$ cat src/rtl/digital_clk_pkg.sv
// Shared widths, field limits, time-of-day payload and 12-hour decode for the clock timekeeper.
package digital_clk_pkg;

    localparam int unsigned MS_W   = 10;
    localparam int unsigned SEC_W  = 6;
    localparam int unsigned MIN_W  = 6;
    localparam int unsigned HOUR_W = 5;

    localparam logic [MS_W-1:0]   MS_MAX   = MS_W'(999);
    localparam logic [SEC_W-1:0]  SEC_MAX  = SEC_W'(59);
    localparam logic [MIN_W-1:0]  MIN_MAX  = MIN_W'(59);
    localparam logic [HOUR_W-1:0] HOUR_MAX = HOUR_W'(23);
    localparam logic [HOUR_W-1:0] NOON     = HOUR_W'(12);

    typedef struct packed {
        logic [HOUR_W-1:0] hour;
        logic [MIN_W-1:0]  minute;
        logic [SEC_W-1:0]  second;
        logic [MS_W-1:0]   ms;
    } tod_t;

    // 0 -> 12, 1..12 unchanged, 13..23 -> hour - 12
    function automatic logic [HOUR_W-1:0] hour_12h(input logic [HOUR_W-1:0] hour24);
        logic [HOUR_W-1:0] disp;
        if (hour24 == '0) begin
            disp = NOON;
        end else if (hour24 > NOON) begin
            disp = hour24 - NOON;
        end else begin
            disp = hour24;
        end
        return disp;
    endfunction

endpackage

$ cat src/rtl/digital_clk_timekeeper_ms_prescaler.sv
// Divides clk_i down to a one-cycle millisecond tick; frozen while run_i is low.
module ms_prescaler #(
    parameter int unsigned CLK_PER_MS = 1
) (
    input  logic clk_i,
    input  logic reset_i,
    input  logic run_i,
    input  logic clear_i,
    output logic tick_o
);

    localparam int unsigned PRESC_W = (CLK_PER_MS > 1) ? $clog2(CLK_PER_MS) : 1;
    localparam logic [PRESC_W-1:0] PRESC_LAST = PRESC_W'(CLK_PER_MS - 1);

    logic [PRESC_W-1:0] presc;

    // Tick is presented combinationally in the cycle presc sits at its last count.
    assign tick_o = run_i && (presc == PRESC_LAST);

    always_ff @(posedge clk_i or posedge reset_i) begin
        if (reset_i) begin
            presc <= '0;
        end else if (clear_i) begin
            presc <= '0;
        end else if (run_i) begin
            presc <= tick_o ? '0 : presc + PRESC_W'(1);
        end
    end

endmodule

$ cat src/rtl/digital_clk_timekeeper.sv
// 24-hour ms/sec/min/hour timekeeper with range-checked load, minute alarm and 12/24h display decode.
module digital_clk_timekeeper
    import digital_clk_pkg::*;
#(
    parameter int unsigned CLK_PER_MS = 1
) (
    input  logic              clk_i,
    input  logic              reset_i,
    input  logic              run_i,
    input  logic              mode_24_i,
    input  logic              set_valid_i,
    input  logic [HOUR_W-1:0] set_hour_i,
    input  logic [MIN_W-1:0]  set_min_i,
    input  logic [SEC_W-1:0]  set_sec_i,
    input  logic              alarm_en_i,
    input  logic [HOUR_W-1:0] alarm_hour_i,
    input  logic [MIN_W-1:0]  alarm_min_i,
    output logic [MS_W-1:0]   ms_o,
    output logic [SEC_W-1:0]  sec_o,
    output logic [MIN_W-1:0]  min_o,
    output logic [HOUR_W-1:0] hour_o,
    output logic              pm_o,
    output logic              sec_tick_o,
    output logic              day_tick_o,
    output logic              alarm_o,
    output logic              set_err_o
);

    tod_t tod_q;
    tod_t tod_d;
    tod_t alarm_tod;
    logic ms_tick;
    logic set_ok;
    logic alarm_valid;
    logic sec_wrap;
    logic day_wrap;
    logic alarm_hit;

    assign set_ok = set_valid_i && (set_hour_i <= HOUR_MAX)
                    && (set_min_i <= MIN_MAX) && (set_sec_i <= SEC_MAX);

    ms_prescaler #(.CLK_PER_MS(CLK_PER_MS)) u_presc (
        .clk_i   (clk_i),
        .reset_i (reset_i),
        .run_i   (run_i),
        .clear_i (set_ok),
        .tick_o  (ms_tick)
    );

    // Counting cascade: ms -> sec -> min -> hour24 -> midnight.
    always_comb begin
        tod_d    = tod_q;
        sec_wrap = 1'b0;
        day_wrap = 1'b0;
        if (ms_tick) begin
            if (tod_q.ms == MS_MAX) begin
                tod_d.ms = '0;
                sec_wrap = 1'b1;
                if (tod_q.second == SEC_MAX) begin
                    tod_d.second = '0;
                    if (tod_q.minute == MIN_MAX) begin
                        tod_d.minute = '0;
                        if (tod_q.hour == HOUR_MAX) begin
                            tod_d.hour = '0;
                            day_wrap   = 1'b1;
                        end else begin
                            tod_d.hour = tod_q.hour + HOUR_W'(1);
                        end
                    end else begin
                        tod_d.minute = tod_q.minute + MIN_W'(1);
                    end
                end else begin
                    tod_d.second = tod_q.second + SEC_W'(1);
                end
            end else begin
                tod_d.ms = tod_q.ms + MS_W'(1);
            end
        end
    end

    // Alarm only fires on a counted step into hh:mm:00.000, never on a load.
    assign alarm_valid = (alarm_hour_i <= HOUR_MAX) && (alarm_min_i <= MIN_MAX);
    assign alarm_tod   = '{hour: alarm_hour_i, minute: alarm_min_i, second: '0, ms: '0};
    assign alarm_hit   = ms_tick && alarm_en_i && alarm_valid && (tod_d == alarm_tod);

    always_ff @(posedge clk_i or posedge reset_i) begin
        if (reset_i) begin
            tod_q      <= '0;
            sec_tick_o <= 1'b0;
            day_tick_o <= 1'b0;
            alarm_o    <= 1'b0;
            set_err_o  <= 1'b0;
        end else begin
            set_err_o <= set_valid_i && !set_ok;
            if (set_ok) begin
                tod_q      <= '{hour: set_hour_i, minute: set_min_i, second: set_sec_i, ms: '0};
                sec_tick_o <= 1'b0;
                day_tick_o <= 1'b0;
                alarm_o    <= 1'b0;
            end else begin
                tod_q      <= tod_d;
                sec_tick_o <= sec_wrap;
                day_tick_o <= day_wrap;
                alarm_o    <= alarm_hit;
            end
        end
    end

    assign ms_o   = tod_q.ms;
    assign sec_o  = tod_q.second;
    assign min_o  = tod_q.minute;
    assign hour_o = mode_24_i ? tod_q.hour : hour_12h(tod_q.hour);
    assign pm_o   = !mode_24_i && (tod_q.hour >= NOON);

endmodule

$ cat config.mk
export PLATFORM = sky130hd
export DESIGN_NAME = digital_clk_timekeeper
export DESIGN_NICKNAME = d
export VERILOG_FILES = /design/src/rtl/digital_clk_pkg.sv /design/src/rtl/digital_clk_timekeeper_ms_prescaler.sv /design/src/rtl/digital_clk_timekeeper.sv
export SDC_FILE = /design/constraint.sdc
export NUM_CORES = 1
export LEC_CHECK = 0
export ABC_AREA = 1
export CAP_MARGIN = 20
export CELL_PAD_IN_SITES_DETAIL_PLACEMENT = 0
export CELL_PAD_IN_SITES_GLOBAL_PLACEMENT = 1
export CORE_MARGIN = 4
export CORE_UTILIZATION = 33
export DETAILED_ROUTE_END_ITERATION = 8
export PLACE_DENSITY_LB_ADDON = 0.3
export SYNTH_ARGS = -nofsm -noshare
export SYNTH_HDL_FRONTEND = slang
export SYNTH_HIERARCHICAL = 1
export SYNTH_SLANG_ARGS = --single-unit
$ cat constraint.sdc
create_clock -name clk_i -period 2 [get_ports clk_i]
set_clock_uncertainty 0.05 [all_clocks]
set_input_delay 0.4 -clock clk_i [delete_from_list [all_inputs] [get_ports clk_i]]
set_output_delay 0.4 -clock clk_i [all_outputs]
set_load 0.005 [all_outputs]
# Word level (Yosys, flattened, before mapping)
# Cells that the tools add are included.
# classes
n_eq_ne,5
n_reduce_logical,14
n_addsub,6
n_lt_le_gt_ge,7
muxes,25
n_bitwise,1
# ops
operator,count
$mux 27,2
$eq 27x27->1,1
$mux 5,5
$le 6x6->1 const B,3
$mux 17,1
$mux 1,13
$add 6x1->6 const B,2
$eq 6x6->1 const B,2
$mux 6,2
$mux 11,1
$add 10x1->10 const B,1
$eq 10x10->1 const B,1
$le 5x5->1 const B,2
$logic_and 1x1->1,10
$mux 10,1
$add 5x1->5 const B,1
$eq 5x5->1 const B,1
$ge 5x4->1 const B,1
$gt 5x4->1 const B,1
$logic_not 5->1,1
$sub 5x4->5 const B,1
$logic_not 1->1,2
$reduce_bool 2->1,1
$add 1x1->1 const B,1
$not 1->1,1
# word_totals
out_inout_bits,32
ff_bits,32
in_bits,34
elab_cells,67

# Logic depth before layout (Yosys ltp)
# logic_depth
depth_word,9
mapped_depth,16
depth_no_buf,15

# Hierarchy
# The synthesis kept the hierarchy.
# modules_own_cells
mod,seq_area_each_um2,instances,area_per_inst_um2,cells_per_inst
digital_clk_timekeeper,775.7,1,2643.8,409
ms_prescaler,25.0,1,46.3,6

# Worst setup path after synthesis
# No wires, ideal clock.
# synth_path
path_kind,input-to-reg
start,input port run_i
end,register alarm_o
arrival_ps,1671
t_required_ps,1879
n_path_buf,2
setup_time_ps,71
path_slack_ps,208
path_stages,16
path_cell_list,inv_2 > nor2_1 > buf_6 > inv_4 > nor2_8 > nand3_2 > buf_6 > nand2_2 > nand2_1 > nor2_1 > nand2_1 > nor2_1 > nand2_1 > nor2_1 > nand3_1 > nor2_1
# synth_between
elab_chain_cells,5
word_cells_on_any_way,7
cone_classes,eq/ne: 1; mux: 2; reduce/logical: 4
# synth_rtl
item,line,source
start: declaration,digital_clk_timekeeper.sv:9,"input logic run_i,"
$logic_and 1x1->1 (*),digital_clk_timekeeper_ms_prescaler.sv:18,assign tick_o = run_i && (presc == PRESC_LAST);
named net ms_tick,digital_clk_timekeeper.sv:32,logic ms_tick;
$mux 27 / $logic_and 1x1->1 (equally long branches),"digital_clk_timekeeper.sv:55, digital_clk_timekeeper.sv:84",
$eq 27x27->1 / $logic_and 1x1->1 (equally long branches),digital_clk_timekeeper.sv:84,assign alarm_hit = ms_tick && alarm_en_i && alarm_valid && (tod_d == alarm_tod);
$logic_and 1x1->1 (*),digital_clk_timekeeper.sv:84,
$mux 1 (*),digital_clk_timekeeper.sv:95,if (set_ok) begin
end signal: assignment,digital_clk_timekeeper.sv:104,alarm_o <= alarm_hit;
end: declaration,digital_clk_timekeeper.sv:25,"output logic alarm_o,"
# Mark *: on every way through the listed nets, which the timed path passes. The rest lies on a longest branch.
# A chain may end at the register's enable or synchronous reset.

# Final worst setup path
# layout_path
start,register tod_q[26] (netlist bit)
end,output port hour_o[3]
# layout_between
elab_chain_cells,4
word_cells_on_any_way,5
cone_classes,order compare: 1; mux: 3; reduce/logical: 1
# layout_rtl
item,line,source
start: declaration,digital_clk_timekeeper.sv:29,tod_t tod_q;
start signal: assignment,digital_clk_timekeeper.sv:96,"tod_q <= '{hour: set_hour_i, minute: set_min_i, second: set_sec_i, ms: '0};"
start signal: assignment,digital_clk_timekeeper.sv:101,tod_q <= tod_d;
$gt 5x4->1,digital_clk_pkg.sv:27,end else if (hour24 > NOON) begin
$mux 5,digital_clk_pkg.sv:27,
$mux 5 (*),digital_clk_pkg.sv:25,if (hour24 == '0) begin
$mux 5 (*),digital_clk_timekeeper.sv:112,assign hour_o = mode_24_i ? tod_q.hour : hour_12h(tod_q.hour);
end: declaration,digital_clk_timekeeper.sv:21,"output logic [HOUR_W-1:0] hour_o,"
# Mark *: on every way between the ends. The rest lies on a longest branch, timed or not.

==> Implementation_results.wiki <==
{| class="wikitable"
! Metric !! Value
|-
| Count of routing violations after the opening detailed-route iteration || 132
|-
| Layout net count || 594
|-
| Category of the worst setup path launch point || register
|-
| Layout Area Growth over Synthesis || 60.42%
|-
| Dpl hpwl || 6527 µm
|-
| Number of ports placed on the die boundary || 66
|-
| Layout Utilization || 0.5527
|-
| Global route total overflow || 0
|-
| Yosys top cell by area || dfrtp_1
|-
| Maximum count of clock buffers along a single path || 2
|-
| Leak pwr || 2.045 nW
|-
| Cell type with the highest occurrence count on the critical path || nor2_4
|-
| Classification of the worst-slack hold path || input port to asynchronous set/reset pin
|-
| Number of global-route vias before repair || 3121
|-
| Setup slack, reg-to-reg || 60 ps
|-
| Slowest cell delay on critical path || 480 ps
|-
| Area used by multi-input combinational logic || 1737 µm²
|-
| Overall Power || 2.274 mW
|-
| Slowest cell on the critical path || dfrtp_2
|-
| Commonest cells post-synth || nand2_1, nor2_1, inv_1, nand3_1, dfrtp_1
|-
| Inserted Clock Buffers || 5
|-
| Final sum of negative setup slack || 0 ps
|-
| Number of nets with antenna violations after detailed routing || 0
|-
| Number of clock sinks || 32
|-
| Mapped Nets || 457
|-
| Cell types occupying the most area after synthesis || dfrtp_1, nand2_1, nand3_1
|-
| Critical path, cell by cell || inv_1 -> nand2_2 -> nor2_4 -> nor2_4 -> o211ai_1 -> buf_2
|-
| Type of the worst setup path || register to output port
|-
| Worst Hold Margin || 216.0 ps
|-
| Number of failing hold endpoints at the final stage || 0
|-
| Measured slew at the worst slew-check pin || 446.5 ps
|-
| Total DRC errors in the routed layout || 0
|-
| Run status || completed
|-
| Setup repair after global routing missed its margin || true
|-
| Global-route wire length before repair || 14680 µm
|-
| Pre-CTS WS || -544.4 ps
|-
| Maximum operating frequency || 501.7 MHz
|-
| Leading register cell type out of synthesis || dfrtp_1
|-
| Max-Slew Margin vs Limit || 0.7023
|-
| Sequential-to-total area share from yosys stat || 0.2977
|-
| Power per standard cell area || 526.9 nW/µm²
|-
| Max Transition Viols Final || 0
|-
| Die Footprint || 9660 µm²
|-
| Pin count of the biggest net entering global routing || 32
|-
| Average footprint of a synthesized cell || 6.482 µm²
|-
| Data arrival time of the worst path || 1540 ps
|-
| Library cell used as clock root buffer || clkbuf_8
|-
| Placement row count || 32
|-
| Share of post-route cells with drive strength above 1 || 0.3327
|-
| Share of synthesized registers carrying an async set or reset || 1.000
|-
| Maximum fanout count along the critical path || 5
|-
| Period utilisation layout || 0.9966
|-
| Synthesis-stage register bit count || 32
|-
| Fill cell instance count of the final layout || 784
|-
| Netlist area before placement || 2690 µm²
|-
| Die boundary height || 98.29 µm
|-
| Final worst path period need || 1993 ps
|-
| Register cell area after layout || 803.3 µm²
|-
| PortBufs || 65
|-
| Core box area || 7807 µm²
|-
| Clock slew at reported path FFs || 70 ps
|-
| Critical path required time || 1550 ps
|-
| Gate count after technology mapping || 415
|-
| Reported max-cap violation count || 0
|-
| Sort of element at the end of the critical path || output port
|-
| Warnings from Yosys || 6
|-
| Placer's final routability congestion estimate || 0.8707
|-
| Count of TritonRoute iterations in the first routing pass || 4
|-
| Number of different library cells in the post-synthesis netlist || 37
|-
| Number of vias in the routed layout || 3077
|-
| Number of vias per cell after detailed routing || 4.698
|-
| Number of diodes || 0
|-
| Number of H-tree levels || 2
|-
| Worst vdd rail ir drop || 210.9 µV
|-
| Total routed wirelength || 8946 µm
|-
| Final setup violating endpoints || 0
|-
| Skew-Pair Late Insertion Delay || 290 ps
|-
| Die X || 98.29 µm
|-
| Clock tree from TritonCTS || built
|-
| Overall Global Routing Usage || 0.1858
|-
| Proportion of netlist area held by the largest area contributor || 0.2977
|-
| Initial antenna violation count || 0
|-
| Average routed wire per standard cell || 13.66 µm
|-
| Most instantiated library cell after synthesis || nand2_1
|-
| Number of synthesized flops with an enable pin || 0
|-
| Worst Setup Slack, final || 6.728 ps
|-
| Initial Util || 0.3446
|}
==> kinds of logic after synthesis <==
group,Yosys count,share of synthesized area
AOI/OAI and AO/OA,35,0.07535
and+or+nand+nor,255,0.4302
adders and majority gates,8,0.03721
buffers and inverters,83,0.1530
DFF,32,0.2977
xor gates and xnor gates,2,0.006513
==> area by class of cell <==
class | count | share of cell area
Multi-Input combinational cell | 301 | 0.4024
Timing Repair Buffer | 157 | 0.3114
Sequential cell | 32 | 0.1861
Inverter | 55 | 0.04900
Tap cell | 102 | 0.02957
Clock buffer | 6 | 0.01914
Clock inverter | 2 | 0.002320
==> cells in the final DEF, fill, tap and decap left out, drive strengths merged <==
cell type	Yosys	routed
nand3b	2	2
o21bai	2	2
and3	1	1
o31ai	1	1
dlymetal6s2s	0	1
nor2	64	64
or2	1	1
buf	25	97
a21oi	4	4
nor3b	1	1
xor2	1	1
nor3	2	2
ha	8	8
o211ai	2	2
clkinv	1	3
a32o	1	1
clkbuf	3	7
o21ai	20	20
inv	54	54
nor4	2	2
nand2	127	127
dlygate4sd2	0	1
nand3	44	45
nand4	11	11
clkdlybuf4s50	0	57
a31oi	5	5
xnor2	1	1
dfrtp	32	32
==> worst max-delay path, delay by kind of cell (launching register included) <==
kind | cells | cell delay [ps]
compound gates | 1 | 170
buf+inv | 2 | 300
flops | 1 | 480
simple gates | 3 | 300
==> registers in the layout, summed over array words and instances (netlist names) <==
name / cells
day_tick_o: 1
min_o: 6
u_presc/presc: 1
sec_o: 6
set_err_o: 1
alarm_o: 1
ms_o: 10
tod_q: 5
sec_tick_o: 1
==> report_power, final <==
part	switching [mW]	internal, mW
Sequential	0.0616	0.706
Combinational	0.444	0.519
Clock	0.268	0.275
==> through the flow <==
step | area [µm²] | std cells
after floorplan | 2690 | 415
after global placement | 3834 | 628
final | 4315 | 655
after detailed placement | 3834 | 628
after global routing | 4315 | 655
after CTS | 4051 | 642
==> worst paths after layout <==
check / startpoint / endpoint / cells past startpoint
worst min-delay path: reset_i / u_presc/presc / 2
max in group asynchronous: reset_i / tod_q[26] / 3
worst max register to register: ms_o[3] / alarm_o / 14
worst max-delay path: tod_q[26] / hour_o[3] / 6
worst min register to register: u_presc/presc / u_presc/presc / 2
min in group clk_i: run_i / u_presc/presc / 4
==> timing repair <==
| item | in CTS | in global routing |
|---|---|---|
| gates cloned | 1 | 0 |
| setup buffers | 6 | 14 |
| endpoints found under the setup margin | 15 | 11 |
| pin swaps | 17 | 29 |
| hold buffers | 0 | 0 |
| gates resized for setup | 46 | 55 |
==> per-layer routing <==
layer	GRT usage	share of wire	vias up	wire length (µm)
li1	-	-	1581	-
met1	0.2413	0.46	1416	4076
met2	0.3099	0.47	66	4233
met3	0.03500	0.052	14	461
met4	0.06197	0.019	0	174
met5	0	0	-	0
(Power assumes the default switching activity.)
